<file path="config.mk">
export PLATFORM = sky130hd
export DESIGN_NAME = bus_splitter_flat
export DESIGN_NICKNAME = d
export VERILOG_FILES = /design/src/rtl/bus_splitter_pkg.sv /design/src/rtl/bus_splitter_if.sv /design/src/rtl/bus_splitter_addr_decode.sv /design/src/rtl/bus_splitter.sv /design/src/flat_wrapper.sv
export SDC_FILE = /design/constraint.sdc
export NUM_CORES = 1
export LEC_CHECK = 0
export CAP_MARGIN = 20
export CORE_AREA = 2 2 120 122
export DETAILED_ROUTE_END_ITERATION = 16
export DIE_AREA = 0 0 122 124
export PLACE_DENSITY = 0.93
export SLEW_MARGIN = 20
export SYNTH_ARGS = -nofsm -noshare
export SYNTH_HDL_FRONTEND = slang
export SYNTH_SLANG_ARGS = --single-unit
</file>
<file path="constraint.sdc">
create_clock -name clk -period 6.95 [get_ports clk]
set_input_delay 1.39 -clock clk [delete_from_list [all_inputs] [get_ports clk]]
set_output_delay 1.39 -clock clk [all_outputs]
set_load 0.02 [all_outputs]
</file>
<file path="src/rtl/bus_splitter_pkg.sv">
// Shared types for the bus_splitter slice: FSM states, decode targets and
// the window-membership helper used by the address decoder.
package bus_splitter_pkg;

    typedef enum logic [1:0] {IDLE, ISSUE, RESP} state_e;
    typedef enum logic [1:0] {TGT_A, TGT_B, TGT_NONE} tgt_e;

    // Window end is formed in 33 bits so a window reaching 2^32 cannot wrap.
    function automatic logic in_window(input logic [31:0] addr,
                                       input logic [31:0] base,
                                       input logic [31:0] size);
        logic [32:0] win_end;
        win_end = {1'b0, base} + {1'b0, size};
        return ({1'b0, addr} >= {1'b0, base}) && ({1'b0, addr} < win_end);
    endfunction

endpackage

</file>
<file path="src/rtl/bus_splitter_if.sv">
// Avalon-MM style read/write bus; Host drives the request, Agent answers it.
interface AvalonMmRw;

    logic [31:0] address;
    logic        read;
    logic        write;
    logic [31:0] writedata;
    logic [3:0]  byteenable;
    logic [31:0] readdata;
    logic        waitrequest;

    modport Host (
        output address, read, write, writedata, byteenable,
        input  readdata, waitrequest
    );

    modport Agent (
        input  address, read, write, writedata, byteenable,
        output readdata, waitrequest
    );

endinterface

</file>
<file path="src/rtl/bus_splitter_addr_decode.sv">
// Combinational address decoder: maps a full 32-bit address onto agent A,
// agent B or no target; A takes priority where the windows overlap.
module addr_decode
    import bus_splitter_pkg::*;
#(
    parameter logic [31:0] A_BASE = 32'h0000_0000,
    parameter logic [31:0] A_SIZE = 32'd8192,
    parameter logic [31:0] B_BASE = 32'h0001_0000,
    parameter logic [31:0] B_SIZE = 32'd256
) (
    input  logic [31:0] addr_i,
    output tgt_e        tgt_o
);

    always_comb begin
        tgt_o = TGT_NONE;
        if (in_window(addr_i, A_BASE, A_SIZE)) begin
            tgt_o = TGT_A;
        end else if (in_window(addr_i, B_BASE, B_SIZE)) begin
            tgt_o = TGT_B;
        end
    end

endmodule

</file>
<file path="src/rtl/bus_splitter.sv">
// One-host, two-agent bus splitter: latches a host request, forwards it to the
// decoded agent and returns a single-cycle completion; unmapped accesses error.
module bus_splitter
    import bus_splitter_pkg::*;
#(
    parameter logic [31:0] A_BASE   = 32'h0000_0000,
    parameter logic [31:0] A_SIZE   = 32'd8192,
    parameter logic [31:0] B_BASE   = 32'h0001_0000,
    parameter logic [31:0] B_SIZE   = 32'd256,
    parameter logic [31:0] ERR_DATA = 32'hDEAD_BEEF
) (
    input  logic      clk,
    input  logic      rst,
    AvalonMmRw.Agent  host,
    AvalonMmRw.Host   agent_a,
    AvalonMmRw.Host   agent_b,
    output logic      decode_err
);

    state_e      state_q, state_d;
    tgt_e        tgt_q, tgt_d, dec_tgt;
    logic [31:0] addr_q, addr_d;
    logic [31:0] wdata_q, wdata_d;
    logic [31:0] rdata_q, rdata_d;
    logic [3:0]  be_q, be_d;
    logic        rd_q, rd_d;
    logic        tgt_wait;

    addr_decode #(
        .A_BASE (A_BASE),
        .A_SIZE (A_SIZE),
        .B_BASE (B_BASE),
        .B_SIZE (B_SIZE)
    ) u_decode (
        .addr_i (host.address),
        .tgt_o  (dec_tgt)
    );

    always_ff @(posedge clk or posedge rst) begin
        if (rst) begin
            state_q <= IDLE;
            tgt_q   <= TGT_A;
            addr_q  <= '0;
            wdata_q <= '0;
            rdata_q <= '0;
            be_q    <= '0;
            rd_q    <= 1'b0;
        end else begin
            state_q <= state_d;
            tgt_q   <= tgt_d;
            addr_q  <= addr_d;
            wdata_q <= wdata_d;
            rdata_q <= rdata_d;
            be_q    <= be_d;
            rd_q    <= rd_d;
        end
    end

    always_comb begin
        state_d = state_q;
        tgt_d   = tgt_q;
        addr_d  = addr_q;
        wdata_d = wdata_q;
        rdata_d = rdata_q;
        be_d    = be_q;
        rd_d    = rd_q;

        host.waitrequest   = 1'b1;
        host.readdata      = rdata_q;
        decode_err         = 1'b0;
        agent_a.address    = addr_q;
        agent_a.writedata  = wdata_q;
        agent_a.byteenable = be_q;
        agent_a.read       = 1'b0;
        agent_a.write      = 1'b0;
        agent_b.address    = addr_q;
        agent_b.writedata  = wdata_q;
        agent_b.byteenable = be_q;
        agent_b.read       = 1'b0;
        agent_b.write      = 1'b0;
        tgt_wait = (tgt_q == TGT_A) ? agent_a.waitrequest : agent_b.waitrequest;

        unique case (state_q)
            IDLE: begin
                // Read wins when both strobes are presented together.
                if (host.read || host.write) begin
                    addr_d  = host.address;
                    wdata_d = host.writedata;
                    be_d    = host.byteenable;
                    rd_d    = host.read;
                    tgt_d   = dec_tgt;
                    if (dec_tgt == TGT_NONE) begin
                        rdata_d = ERR_DATA;
                        state_d = RESP;
                    end else begin
                        state_d = ISSUE;
                    end
                end
            end
            ISSUE: begin
                agent_a.read  = (tgt_q == TGT_A) &&  rd_q;
                agent_a.write = (tgt_q == TGT_A) && !rd_q;
                agent_b.read  = (tgt_q == TGT_B) &&  rd_q;
                agent_b.write = (tgt_q == TGT_B) && !rd_q;
                if (!tgt_wait) begin
                    if (rd_q) begin
                        rdata_d = (tgt_q == TGT_A) ? agent_a.readdata : agent_b.readdata;
                    end
                    state_d = RESP;
                end
            end
            RESP: begin
                host.waitrequest = 1'b0;
                decode_err       = (tgt_q == TGT_NONE);
                state_d          = IDLE;
            end
            default: state_d = IDLE;
        endcase
    end

endmodule

</file>
<file path="src/flat_wrapper.sv">
// flat-port wrapper written by rule: the top's interface ports become plain ports
module bus_splitter_flat import bus_splitter_pkg::*;
#(
    parameter logic [31:0] A_BASE   = 32'h0000_0000,
    parameter logic [31:0] A_SIZE   = 32'd8192,
    parameter logic [31:0] B_BASE   = 32'h0001_0000,
    parameter logic [31:0] B_SIZE   = 32'd256,
    parameter logic [31:0] ERR_DATA = 32'hDEAD_BEEF
)
  (clk, rst, decode_err, host_address, host_read, host_write, host_writedata, host_byteenable, host_readdata, host_waitrequest, agent_a_address, agent_a_read, agent_a_write, agent_a_writedata, agent_a_byteenable, agent_a_readdata, agent_a_waitrequest, agent_b_address, agent_b_read, agent_b_write, agent_b_writedata, agent_b_byteenable, agent_b_readdata, agent_b_waitrequest);
  AvalonMmRw host_i ();
  AvalonMmRw agent_a_i ();
  AvalonMmRw agent_b_i ();
  input  logic clk;
  input  logic rst;
  output logic decode_err;
  input wire logic [$bits(host_i.address)-1:0] host_address;
  input wire logic [$bits(host_i.read)-1:0] host_read;
  input wire logic [$bits(host_i.write)-1:0] host_write;
  input wire logic [$bits(host_i.writedata)-1:0] host_writedata;
  input wire logic [$bits(host_i.byteenable)-1:0] host_byteenable;
  output wire logic [$bits(host_i.readdata)-1:0] host_readdata;
  output wire logic [$bits(host_i.waitrequest)-1:0] host_waitrequest;
  output wire logic [$bits(agent_a_i.address)-1:0] agent_a_address;
  output wire logic [$bits(agent_a_i.read)-1:0] agent_a_read;
  output wire logic [$bits(agent_a_i.write)-1:0] agent_a_write;
  output wire logic [$bits(agent_a_i.writedata)-1:0] agent_a_writedata;
  output wire logic [$bits(agent_a_i.byteenable)-1:0] agent_a_byteenable;
  input wire logic [$bits(agent_a_i.readdata)-1:0] agent_a_readdata;
  input wire logic [$bits(agent_a_i.waitrequest)-1:0] agent_a_waitrequest;
  output wire logic [$bits(agent_b_i.address)-1:0] agent_b_address;
  output wire logic [$bits(agent_b_i.read)-1:0] agent_b_read;
  output wire logic [$bits(agent_b_i.write)-1:0] agent_b_write;
  output wire logic [$bits(agent_b_i.writedata)-1:0] agent_b_writedata;
  output wire logic [$bits(agent_b_i.byteenable)-1:0] agent_b_byteenable;
  input wire logic [$bits(agent_b_i.readdata)-1:0] agent_b_readdata;
  input wire logic [$bits(agent_b_i.waitrequest)-1:0] agent_b_waitrequest;
  assign host_i.address = host_address;
  assign host_i.read = host_read;
  assign host_i.write = host_write;
  assign host_i.writedata = host_writedata;
  assign host_i.byteenable = host_byteenable;
  assign host_readdata = host_i.readdata;
  assign host_waitrequest = host_i.waitrequest;
  assign agent_a_address = agent_a_i.address;
  assign agent_a_read = agent_a_i.read;
  assign agent_a_write = agent_a_i.write;
  assign agent_a_writedata = agent_a_i.writedata;
  assign agent_a_byteenable = agent_a_i.byteenable;
  assign agent_a_i.readdata = agent_a_readdata;
  assign agent_a_i.waitrequest = agent_a_waitrequest;
  assign agent_b_address = agent_b_i.address;
  assign agent_b_read = agent_b_i.read;
  assign agent_b_write = agent_b_i.write;
  assign agent_b_writedata = agent_b_i.writedata;
  assign agent_b_byteenable = agent_b_i.byteenable;
  assign agent_b_i.readdata = agent_b_readdata;
  assign agent_b_i.waitrequest = agent_b_waitrequest;
  bus_splitter #(.A_BASE(A_BASE), .A_SIZE(A_SIZE), .B_BASE(B_BASE), .B_SIZE(B_SIZE), .ERR_DATA(ERR_DATA)) u_core (.clk(clk), .rst(rst), .host(host_i), .agent_a(agent_a_i), .agent_b(agent_b_i), .decode_err(decode_err));
endmodule
</file>
==> flow_summary.ini, run 1 <==
[worst_setup_path]
criticalPathCategory = register to output pin
path_cells = nand2b_1, or2_2, nor3_1, clkdlybuf4s50_1
endpoint_kind = output pin
cp_top_family = simple AND/OR/NAND/NOR gates
cp.required_ns = 5.56
cp.arrival_ns = 2.38
cpMaxStageDelayCell = clkdlybuf4s50_1
setup.worst_path.start_class = register
crit_fanout = 25
max_stage_delay_ns = 0.65
path_buf_inv = 1

[floorplan]
die-area_sq_um = 15130
start_util = 0.3940
die_h_um = 124
core_sq_um = 13720
io_pins = 312
dieWidth_um = 122
rows = 43

[synthesis]
synth_area_leader_cell = dfrtp_1
synth-seq-cells = 105
yosys.area_share.xor_xnor = 0
async_flop_share = 1.000
syn_nets = 612
synth_edf_count = 0
synth_compound_area_frac = 0.1000
synth-simple-area-share = 0.06528
synth_fa_ha_area_frac = 0
synth_area_leaders = dfrtp_1 49%, mux2_2 19%, buf_4 9.6%
synth_top_area_frac = 0.4861
ys_warn_count = 0
netlist_area_sq_um = 5405
seq_area_frac_synth = 0.4861
syn_avg_cell_area_sq_um = 11.40
ys.flop_type = dfrtp_1
synth.area.mux_share = 0.2044
syn_inst = 474
netlist-cell-type-count = 37
synth_top_family_by_area = multiplexers

[flow_run]
max_cap_viol_count = 0

[power_and_ir_drop]
power.internal_w = 0.001397
ir_drop_mv = 0.1666
power.switching_w = 0.0006354
p_sw_frac = 0.3126
power_density_nw_per_um2 = 240.1
finalPower_w = 0.002033
power_leakage_nw = 3.464
seqPwrFrac = 0.374
p_comb_frac = 0.356
power_frac_clock = 0.270

[final_layout]
final_cell_mix = 311 x clkdlybuf4s50_1, 105 x dfrtp_1, 91 x mux2_2
fillers = 1081
multiInputGateArea_sq_um = 2027
drive_gt1_frac = 0.1690
seqCellArea_sq_um = 2628
nets = 844
area_growth_pct = 56.60
final_common_cell = clkdlybuf4s50_1
antenna_cells = 0

[clocking]
cts.sinks = 105
clkTransAtPathRegs_ns = 0.07
cts_buffers = 9
htree_levels = 3
cts_resized = 0
cts_tree = built
cts_hold_buf = 0
clockRootBuffer = clkbuf_16
clk_latency_ns = 0.35
cts_buffer_depth = 2
cts_setup_buffers = 0

[sta]
final.min_clock_period_ns = 3.770
fin_crit_sh = 0.5424
tns_ns = 0
setup_violations = 0
holdWs_ns = 0.5297
tightest_slew_ns = 0.9952
fin_worst_skew_ns = 0.006489
maxSlewViolCount = 0
final_hold_viol_count = 0
max_freq_mhz = 265.3
rsz0062_at_grt = no
relSlewSlack = 0.3349

[route]
wirelength_um = 16190
ant_nets = 0
via_count = 4444
drt_iter0_drc = 215
drc = 0
first_pass_iters = 5
vias_per_cell = 4.993
routedWlPerCell_um = 18.19

[run_status]
outcome = complete, no violations

[grt]
grt_antenna_before_repair = 0
grt_max_degree = 73
first_global_vias = 4740
grt_pass1_wl_um = 24450
grt_usage = 0.2104
overflow = 0

[placed_design]
place.port_buffers = 311
gp_congestion = 0.7680
post-dp-hpwl_um = 12300

[worst_hold_path]
hold_path_class = register to register
-- power by group through the flow --
stage / logic [W] / clock network (W) / registers (W)
after floorplan: 0.000331 / 0 / 0.000841
after detailed placement: 0.000727 / 0 / 0.000769
after global routing: 0.000759 / 0.000587 / 0.000770
after global placement: 0.000715 / 0 / 0.000768
after CTS: 0.000731 / 0.000561 / 0.000761
final: 0.000723 / 0.000549 / 0.000761
-- flip-flops by register name, indices dropped and copies added (netlist names) --
register / count
u_core.state_q: 2
u_core.tgt_q: 2
u_core.agent_a.address: 32
u_core.rd_q: 1
u_core.agent_a.byteenable: 4
u_core.host.readdata: 32
u_core.agent_a.writedata: 32
-- kinds of logic (layout without fill, tap and decap cells) --
kind of cell,count (synthesis),count (layout)
AND/OR/NAND/NOR,68,68
AO/OA/AOI/OAI,75,75
buffers and inverters,127,363
flip-flops,105,105
multiplexers,99,99
-- stage by stage --
stage | worst slack [ns] | cell area [sq um] | std cells | util
final | 3.180 | 8464 | 890 | 0.6170
after global routing | 3.075 | 8464 | 890 | 0.6170
after CTS | 3.151 | 8459 | 890 | 0.6166
after detailed placement | 3.416 | 8144 | 875 | 0.5936
after global placement | 3.484 | 8144 | 875 | 0.5936
after floorplan | 2.799 | 5405 | 474 | -
-- final timing paths --
path	from	endpoint	slack, ns	cells after the start
max in group asynchronous	rst	u_core.state_q[0]$_DFFE_PP0P_	4.31	3
hold / removal	u_core.host.readdata[14]$_DFFE_PP0P_	u_core.host.readdata[14]$_DFFE_PP0P_	0.53	1
setup / recovery	u_core.state_q[1]$_DFFE_PP0P_	agent_a_write	3.18	4
hold reg to reg	u_core.host.readdata[14]$_DFFE_PP0P_	u_core.host.readdata[14]$_DFFE_PP0P_	0.53	1
min in group asynchronous	rst	u_core.agent_a.writedata[3]$_DFFE_PP0P_	1.43	2
setup reg to reg	u_core.state_q[0]$_DFFE_PP0P_	u_core.agent_a.writedata[7]$_DFFE_PP0P_	4.79	3
-- cell type report --
type,instances,share of cell area
Timing Repair Buffer,315,0.3713
Tap cell,180,0.02661
Clock buffer,10,0.02705
Clock inverter,5,0.01020
Multi-Input combinational cell,242,0.2395
Inverter,33,0.01493
Sequential cell,105,0.3104
-- Yosys cell counts, types with 2 or more instances --
master	instances
buf_6	3
mux2_2	91
nor3_1	4
nor3b_1	2
o221ai_1	8
nor4_1	4
mux2i_1	8
clkbuf_1	5
nand2_1	11
nand3_1	3
a21o_1	8
nor2_1	31
a211oi_1	23
o22ai_1	24
inv_1	33
or2_2	2
nand2b_1	3
o21ai_0	2
dfrtp_1	105
buf_2	17
buf_4	69
nand3b_1	2
o21a_1	2
-- per-layer routing --
metal | wire length [um] | GRT usage | vias up
li1 | - | - | 2051
met1 | 5940 | 0.2316 | 2139
met2 | 8601 | 0.3795 | 216
met3 | 1210 | 0.06593 | 38
met4 | 436 | 0.08046 | 0
met5 | 0 | 0 | -
Note: power is estimated with default switching activity, not from simulation.
==> inputs of run 2 (changes only) <==
--- a/config.mk
+++ b/config.mk
@@ -6,10 +6,10 @@
 export NUM_CORES = 1
 export LEC_CHECK = 0
 export CAP_MARGIN = 20
-export CORE_AREA = 2 2 120 122
+export CORE_AREA = 2 2 121 123
 export DETAILED_ROUTE_END_ITERATION = 16
-export DIE_AREA = 0 0 122 124
-export PLACE_DENSITY = 0.93
+export DIE_AREA = 0 0 123 125
+export PLACE_DENSITY = 0.92
 export SLEW_MARGIN = 20
 export SYNTH_ARGS = -nofsm -noshare
 export SYNTH_HDL_FRONTEND = slang
==> constraint.sdc (replaced) <==
create_clock -name clk -period 3.5 [get_ports clk]
set_input_delay 0.7 -clock clk [delete_from_list [all_inputs] [get_ports clk]]
set_output_delay 0.7 -clock clk [all_outputs]
set_load 0.02 [all_outputs]
==> flow_summary.ini, run 2 (synthesis results as in run 1) <==
[grt]
use_met1 = 0.2438
busiest_layer = met2
grt_usage = 0.2042
grt_util_met2 = 0.3500
first_global_vias = 4540
grt_max_degree = 68
grt_antenna_before_repair = 0
grtUsageMet3 = 0.04516
overflow = 0
grt_pass1_wl_um = 24140

[worst_setup_path]
setup.worst_path.start_class = register
path_cells = nand2b_1, or2_2, nor3_1, clkdlybuf4s50_1
cp.required_ns = 2.80
cpMaxStageDelayCell = clkdlybuf4s50_1
cp_top_family = simple AND/OR/NAND/NOR gates
max_stage_delay_ns = 0.65
r2r_start = u_core.tgt_q[0]$_DFFE_PP0P_
endpoint_kind = output pin
criticalPathCategory = register to output pin
crit_fanout = 25
path_buf_inv = 1
cp.arrival_ns = 2.42
critPathLaunch = u_core.state_q[1]$_DFFE_PP0P_

[final_layout]
area_growth_pct = 56.90
fillers = 1149
nets = 846
final_common_cell = clkdlybuf4s50_1
antenna_cells = 0
drive_gt1_frac = 0.1739
fin_util = 0.5971
final_cell_mix = 311 x clkdlybuf4s50_1, 105 x dfrtp_1, 91 x mux2_2

[sta]
relSlewSlack = 0.3786
fin_worst_skew_ns = 0.005941
tightest_slew_ns = 0.9299
setup_violations = 0
rsz0062_at_grt = no
max_freq_mhz = 320.3
maxSlewViolCount = 0
final_hold_viol_count = 0
final.min_clock_period_ns = 3.122
tns_ns = 0
fin_crit_sh = 0.8919

[floorplan]
io_pins = 312
core_sq_um = 14200
die-area_sq_um = 15380
rows = 44
start_util = 0.3805
die_h_um = 125
dieWidth_um = 123

[worst_hold_path]
hold_path_class = register to register
hp-start = u_core.host.readdata[14]$_DFFE_PP0P_

[run_status]
outcome = complete, no violations

[clocking]
cts_buffer_depth = 2
clkTransAtPathRegs_ns = 0.07
htree_levels = 3
clockRootBuffer = clkbuf_16
cts_tree = built
cts.sinks = 105
cts_buffers = 9
clk_latency_ns = 0.36
cts_hold_buf = 0
cts_resized = 0
cts_setup_buffers = 0

[route]
ant_nets = 0
drc = 0
via_count = 4388
drt_iter0_drc = 170
routedWlPerCell_um = 17.53
vias_per_cell = 4.892
wirelength_um = 15720
first_pass_iters = 4

[power_and_ir_drop]
ir_drop_mv = 0.3103
power_density_nw_per_um2 = 464.9
power_leakage_nw = 3.474

[placed_design]
gp_congestion = 0.8535
post-dp-hpwl_um = 11950
place.port_buffers = 311

[flow_run]
max_cap_viol_count = 0
[run 2: changes by cell type in the layout (fill, tap and decap cells not counted), sizes merged]
cell,before,now
inv,36,38
bufinv,2,0
buf,4,6
clkinv,0,2
clkbuf,10,9
[run 2: worst paths after layout]
path | end | slack, ns | cells after the start
max in group asynchronous | u_core.host.readdata[4]$_DFFE_PP0P_ | 2.00 | 3
setup / recovery | agent_a_write | 0.38 | 4
setup reg to reg | u_core.host.readdata[11]$_DFFE_PP0P_ | 1.40 | 4
hold reg to reg | u_core.host.readdata[14]$_DFFE_PP0P_ | 0.54 | 1
hold / removal | u_core.host.readdata[14]$_DFFE_PP0P_ | 0.54 | 1
min in group asynchronous | u_core.agent_a.writedata[31]$_DFFE_PP0P_ | 0.74 | 2
[run 2: layout make-up]
class	instances	area, sq um	area share
repair buffers	317	3183	0.3753
flip-flops and latches	105	2628	0.3098
multi-input cells	242	2027	0.2390
well taps	184	230.2	0.02715
clock buffers	9	225.2	0.02656
inverters	33	126.4	0.01490
clock inverters	7	61.31	0.007229
[run 2: where the power goes]
group / internal, W / leakage, nW / switching [W]
combinational: 0.000785 / 2.15 / 0.000658
sequential: 0.00136 / 1.17 / 0.000151
clock: 0.000501 / 0.146 / 0.000485
total: 0.00265 / 3.47 / 0.00129
[run 2: layer usage]
metal | wire length (um) | share of wire
met1 | 6270 | 0.40
met2 | 7853 | 0.50
met3 | 1130 | 0.072
met4 | 467 | 0.030
met5 | 0 | 0
[run 2: worst reg2reg max path, cell delays in order (launching register included)]
cell,delay (ns)
dfrtp_1,0.54
nor2_4,0.80
mux2_2,0.45
o22ai_1,0.13
a211oi_1,0.06
[run 2: metrics by stage]
step                hold WS (ns)  setup WS (ns)  area (sq um)  cells  total power [W]
floorplan                 0.5030        0.03946          5405    474         0.002328
global placement          0.5041         0.6614          8189    881         0.002961
detailed placement        0.5199         0.7101          8189    881         0.002981
CTS                       0.5348         0.3728          8476    897         0.003992
global route              0.5540         0.2601          8481    897         0.004124
finish                    0.5355         0.3783          8481    897         0.003943
==> inputs of run 3 (changes only) <==
--- a/config.mk
+++ b/config.mk
@@ -10,6 +10,7 @@
 export DETAILED_ROUTE_END_ITERATION = 16
 export DIE_AREA = 0 0 123 125
 export PLACE_DENSITY = 0.92
+export SKIP_CTS_REPAIR_TIMING = 1
 export SLEW_MARGIN = 20
 export SYNTH_ARGS = -nofsm -noshare
 export SYNTH_HDL_FRONTEND = slang
==> results of run 3 <==
Same layout as run 2: the final DEF is identical, and so are final timing and power.
